===== config.mk =====
export PLATFORM = sky130hd
export DESIGN_NAME = xosera_bus_master
export DESIGN_NICKNAME = d
export VERILOG_FILES = /design/src/rtl/xosera_bus_master.sv
export SDC_FILE = /design/constraint.sdc
export NUM_CORES = 1
export LEC_CHECK = 0
export ABC_AREA = 1
export CAP_MARGIN = 20
export CORE_ASPECT_RATIO = 0.7
export CORE_MARGIN = 10
export CORE_UTILIZATION = 40
export DETAILED_ROUTE_END_ITERATION = 16
export GPL_TIMING_DRIVEN = 0
export PLACE_DENSITY = 0.66
export SLEW_MARGIN = 20
export SYNTH_ARGS = -nofsm -noshare
export SYNTH_HDL_FRONTEND = slang
export SYNTH_SLANG_ARGS = --single-unit
export TNS_END_PERCENT = 20

===== constraint.sdc =====
create_clock -name clk -period 2.1 [get_ports clk]
set_input_delay 0.21 -clock clk [delete_from_list [all_inputs] [get_ports clk]]
set_output_delay 0.21 -clock clk [all_outputs]
set_load 0.03 [all_outputs]

===== src/rtl/xosera_bus_master.sv =====
// xosera_bus_master: 16-bit valid/ready register reads/writes as two byte cycles on the Xosera bus,
// plus a synchronizer and rising-edge pulse for the Xosera interrupt line.
module xosera_bus_master #(
    parameter int CS_SETUP = 1,
    parameter int CS_WIDTH = 4,
    parameter int CS_HOLD  = 2
) (
    input  logic        clk,
    input  logic        reset_i,
    input  logic        req_valid_i,
    output logic        req_ready_o,
    input  logic        req_rd_nwr_i,
    input  logic [3:0]  req_reg_num_i,
    input  logic [15:0] req_data_i,
    output logic        rsp_valid_o,
    output logic [15:0] rsp_data_o,
    output logic        busy_o,
    output logic        bus_cs_n_o,
    output logic        bus_rd_nwr_o,
    output logic [3:0]  bus_reg_num_o,
    output logic        bus_bytesel_o,
    output logic [7:0]  bus_data_o,
    output logic        bus_data_oe_o,
    input  logic [7:0]  bus_data_i,
    input  logic        bus_intr_i,
    output logic        intr_o
);
    localparam logic [1:0] IDLE = 2'd0, SETUP = 2'd1, STROBE = 2'd2, HOLD = 2'd3;
    localparam logic [7:0] SETUP_N = 8'(CS_SETUP - 1);
    localparam logic [7:0] WIDTH_N = 8'(CS_WIDTH - 1);
    localparam logic [7:0] HOLD_N  = 8'(CS_HOLD - 1);

    logic [1:0]  state_q, state_d;
    logic [7:0]  cnt_q, cnt_d;
    logic        byte_q, byte_d;
    logic        rd_nwr_q, rd_nwr_d;
    logic [3:0]  reg_q, reg_d;
    logic [15:0] data_q, data_d;
    logic [15:0] stage_q, stage_d;
    logic [15:0] rsp_data_q, rsp_data_d;
    logic        rsp_valid_q, rsp_valid_d;
    logic [2:0]  sync_q;
    logic        accept, last;

    assign req_ready_o = state_q == IDLE;
    assign accept      = req_valid_i & req_ready_o;
    assign last        = cnt_q == 8'd0;

    always_comb begin
        state_d     = state_q;
        cnt_d       = (state_q == IDLE || last) ? cnt_q : cnt_q - 8'd1;
        byte_d      = byte_q;
        rd_nwr_d    = rd_nwr_q;
        reg_d       = reg_q;
        data_d      = data_q;
        stage_d     = stage_q;
        rsp_data_d  = rsp_data_q;
        rsp_valid_d = 1'b0;
        case (state_q)
            IDLE: if (accept) begin
                state_d  = SETUP;
                cnt_d    = SETUP_N;
                byte_d   = 1'b0;
                rd_nwr_d = req_rd_nwr_i;
                reg_d    = req_reg_num_i;
                data_d   = req_data_i;
            end
            SETUP: if (last) begin
                state_d = STROBE;
                cnt_d   = WIDTH_N;
            end
            STROBE: if (last) begin
                state_d = HOLD;
                cnt_d   = HOLD_N;
                stage_d = byte_q ? {stage_q[15:8], bus_data_i} : {bus_data_i, stage_q[7:0]};
            end
            default: if (last) begin
                // byte 0 loops back for the odd byte; byte 1 completes the request
                state_d     = byte_q ? IDLE : SETUP;
                cnt_d       = SETUP_N;
                byte_d      = 1'b1;
                rsp_valid_d = byte_q;
                rsp_data_d  = (byte_q && rd_nwr_q) ? stage_q : rsp_data_q;
            end
        endcase
    end

    always_ff @(posedge clk or posedge reset_i) begin
        if (reset_i) begin
            state_q     <= IDLE;
            cnt_q       <= 8'd0;
            byte_q      <= 1'b0;
            rd_nwr_q    <= 1'b1;
            reg_q       <= 4'd0;
            data_q      <= 16'd0;
            stage_q     <= 16'd0;
            rsp_data_q  <= 16'd0;
            rsp_valid_q <= 1'b0;
            sync_q      <= 3'd0;
        end else begin
            state_q     <= state_d;
            cnt_q       <= cnt_d;
            byte_q      <= byte_d;
            rd_nwr_q    <= rd_nwr_d;
            reg_q       <= reg_d;
            data_q      <= data_d;
            stage_q     <= stage_d;
            rsp_data_q  <= rsp_data_d;
            rsp_valid_q <= rsp_valid_d;
            sync_q      <= {sync_q[1:0], bus_intr_i};
        end
    end

    assign busy_o        = state_q != IDLE;
    assign rsp_valid_o   = rsp_valid_q;
    assign rsp_data_o    = rsp_data_q;
    assign bus_cs_n_o    = state_q != STROBE;
    assign bus_data_oe_o = state_q != IDLE && !rd_nwr_q;
    assign bus_rd_nwr_o  = rd_nwr_q;
    assign bus_reg_num_o = reg_q;
    assign bus_bytesel_o = byte_q;
    assign bus_data_o    = byte_q ? data_q[7:0] : data_q[15:8];
    assign intr_o        = sync_q[1] & ~sync_q[2];
endmodule


==> impl_metrics.tcl <==
set metrics [dict create \
    status "finished, final reports clean" \
    nets 478 \
    synth_xor_area_share_pct 1.16 \
    post_drt_wl_per_cell_um 13.2 \
    syn_avg_cell_area_um2 8.41 \
    nFillCells 708 \
    drtIter0Drc 86 \
    muxShareOfSynthArea_pct 0 \
    grt_pass1_wl_um 12200 \
    synth_top_area_share_pct 55.5 \
    fin_ws_ns 0.166 \
    cts-root-buf "clkbuf_8" \
    r2r_start "state_q[0]" \
    synth_compound_area_share_pct 6.42 \
    coreArea_mm2 0.00732 \
    crit_fanout 10 \
    cts_tree "yes" \
    startpoint_type "register" \
    synth_nets 399 \
    yosys-top-cells-area "dfrtp_1 (56%), nand2_1 (18%), o21ai_0 (5.6%)" \
    io_buffers 68 \
    post_cts_buffers 0 \
    die_x_um 124 \
    cts.htree.levels 3 \
    cts_made_buffers 9 \
    routed_wl_um 7120 \
    grt_max_degree 57 \
    rsz0062_at_grt "no" \
    netlist_area_mm2 0.00302 \
    antenna_found_initial 0 \
    ys_seq_elements 68 \
    drv_slew 0 \
    drc 0 \
    grt_use_total_pct 13.3 \
    utilization_pct 54.7 \
    cts_buffer_depth 2 \
    place_area_mm2 0.00385 \
    syn_inst 359 \
    fin_crit_sh_pct 92.1 \
    crit_path_end_kind "output port" \
    crit_arrival_ns 1.72 \
    area_growth_pct 32.5 \
    async_reset_ff_share_pct 100 \
    place_ws_ns -0.0581 \
    synthAdderAreaFrac_pct 2.90 \
    rows 26 \
    dp_hpwl_um 5380 \
    relSlewSlack_pct 68.9 \
    diodes 0 \
    setup_viol 0 \
    synth-edff-count 0 \
    antenna_left 0 \
    dieArea_mm2 0.0115 \
    place_congestion 0.824 \
    routed_via_density 4.69 \
    insertion_delay_ns 0.35 \
    ioPinCount 69 \
    ys_warn_count 0 \
    dr.pass1.iters 4 \
    clk_pin_slew_ns 0.07 \
    gr-total-overflow 0 \
    synth-simple-area-share_pct 26.6 \
    yosysTopAreaCell "dfrtp_1" \
    yosysUniqueCellTypes 26 \
    cp.required_ns 1.89 \
    hold_viol_final 0 \
    period_needed_ns 1.93 \
    route.vias.total 2527 \
    total_leakage_power_nw 2.06 \
    synth_top_family_by_area "simple AND/OR/NAND/NOR gates" \
    drive_above_1_share_pct 7.94 \
    cts.sinks 68 \
    clock.fmax_mhz 517 \
    power_density_mw_per_mm2 1550 \
    crit_type "reg -> out" \
    hold_class "in -> async" \
    peakVddDrop_mv 0.687 \
    r2r_slack_ns 0.25 \
    worst_clock_skew_ns 0.0125 \
    die_height_um 92.7 \
    postLayoutCellArea_mm2 0.00400 \
    maxCapViolCount 0 \
    dominantRegCellSynth "dfrtp_1" \
    r2r-end "cnt_q[3]" \
    reg2reg_depth 9 \
    start_util_pct 41.3 \
    worst_pin_slew_ns 0.463 \
    grt_pass1_vias 2619 \
    hold_slack_ns 0.122 \
    seq_area_frac_synth_pct 56.4 \
]
## sequential cells by signal, summed over array words and instances (netlist names)
register,flops
sync_q,3
data_q,16
cnt_q,8
rsp_valid_o,1
bus_bytesel_o,1
bus_rd_nwr_o,1
rsp_data_o,16
stage_q,16
state_q,2
bus_reg_num_o,4
## kinds of logic (layout without fill, tap and decap cells)
logic type               Yosys count  after routing
adder cells (fa/ha/maj)            7              7
AND/OR/NAND/NOR                  197            197
AO/OA/AOI/OAI                     38             38
XOR/XNOR                           4              4
flip-flops                        68             68
buffers and inverters             45            127
## worst max path at each step
stage	depth (start not counted)	slack, ns	start	end
floorplan	1	0.18	reset_i	bus_bytesel_o
global placement	2	-0.98	reset_i	cnt_q[4]
detailed placement	4	-0.06	bus_rd_nwr_o	bus_data_oe_o
CTS	6	0.09	state_q[0]	data_q[15]
global route	4	0.04	bus_bytesel_o	bus_data_o[3]
finish	4	0.17	bus_bytesel_o	bus_data_o[1]
## repair_timing
action | in CTS | in global routing
resized for setup | 13 | 4
setup endpoints to repair | 12 | 10
hold buffers | 0 | 0
## placed cells by master (no fill, tap or decap), drive strengths merged, types with 2 or more instances in the layout
cell type	n
nand2	145
dfrtp	67
clkdlybuf4s50	56
o21ai	35
inv	33
nand3	26
nor2	23
clkbuf	15
dlygate4sd2	12
buf	8
ha	7
xor2	3
clkinvlp	2
## cells in the mapped netlist (2+ instances only)
master and instances:
nand2_1 143, dfrtp_1 67, o21ai_0 34, inv_1 31, nand3_1 26, nor2_1 19, ha_1 7, buf_2 4
clkbuf_1 4, buf_6 3, nor2_2 3, xor2_1 3, inv_2 2
## routing by layer
layer  GRT usage, %  vias to the layer above  wire length [um]
li1               -                     1273                 -
met1           16.0                     1173              3300
met2           19.5                       73              2910
met3           8.07                        8               846
met4           3.48                        0                68
met5              0                        -                 0
## cell type report
class	count	area [um2]	area share (%)
flip-flops and latches	68	1700	42.6
multi-input cells	246	1120	28.1
repair buffers	69	693	17.3
clock buffers	12	145	3.63
inverters	34	134	3.35
well taps	98	123	3.06
plain buffers	10	67.6	1.69
clock inverters	2	12.5	0.313
## metrics by stage
stage	std cells	TNS [ns]	total power, mW
after floorplan	359	0	4.27
after global placement	525	-65.98	5.36
after detailed placement	526	-0.0581	5.45
after CTS	539	0	6.26
after global routing	539	0	6.74
final	539	0	6.18
## worst max-delay path, stage by stage, from the launching register on
cell and delay [ns]:
dfrtp_1 0.51, clkbuf_2 0.29, nand2_1 0.08, nand2_1 0.10, dlygate4sd2_1 0.41
## where the power goes
group	switching (mW)	internal (mW)
Combinational	1.98	1.09
Clock	0.458	0.446
Sequential	0.331	1.88
Total	2.77	3.42
Power figures use the tool's default switching activity.
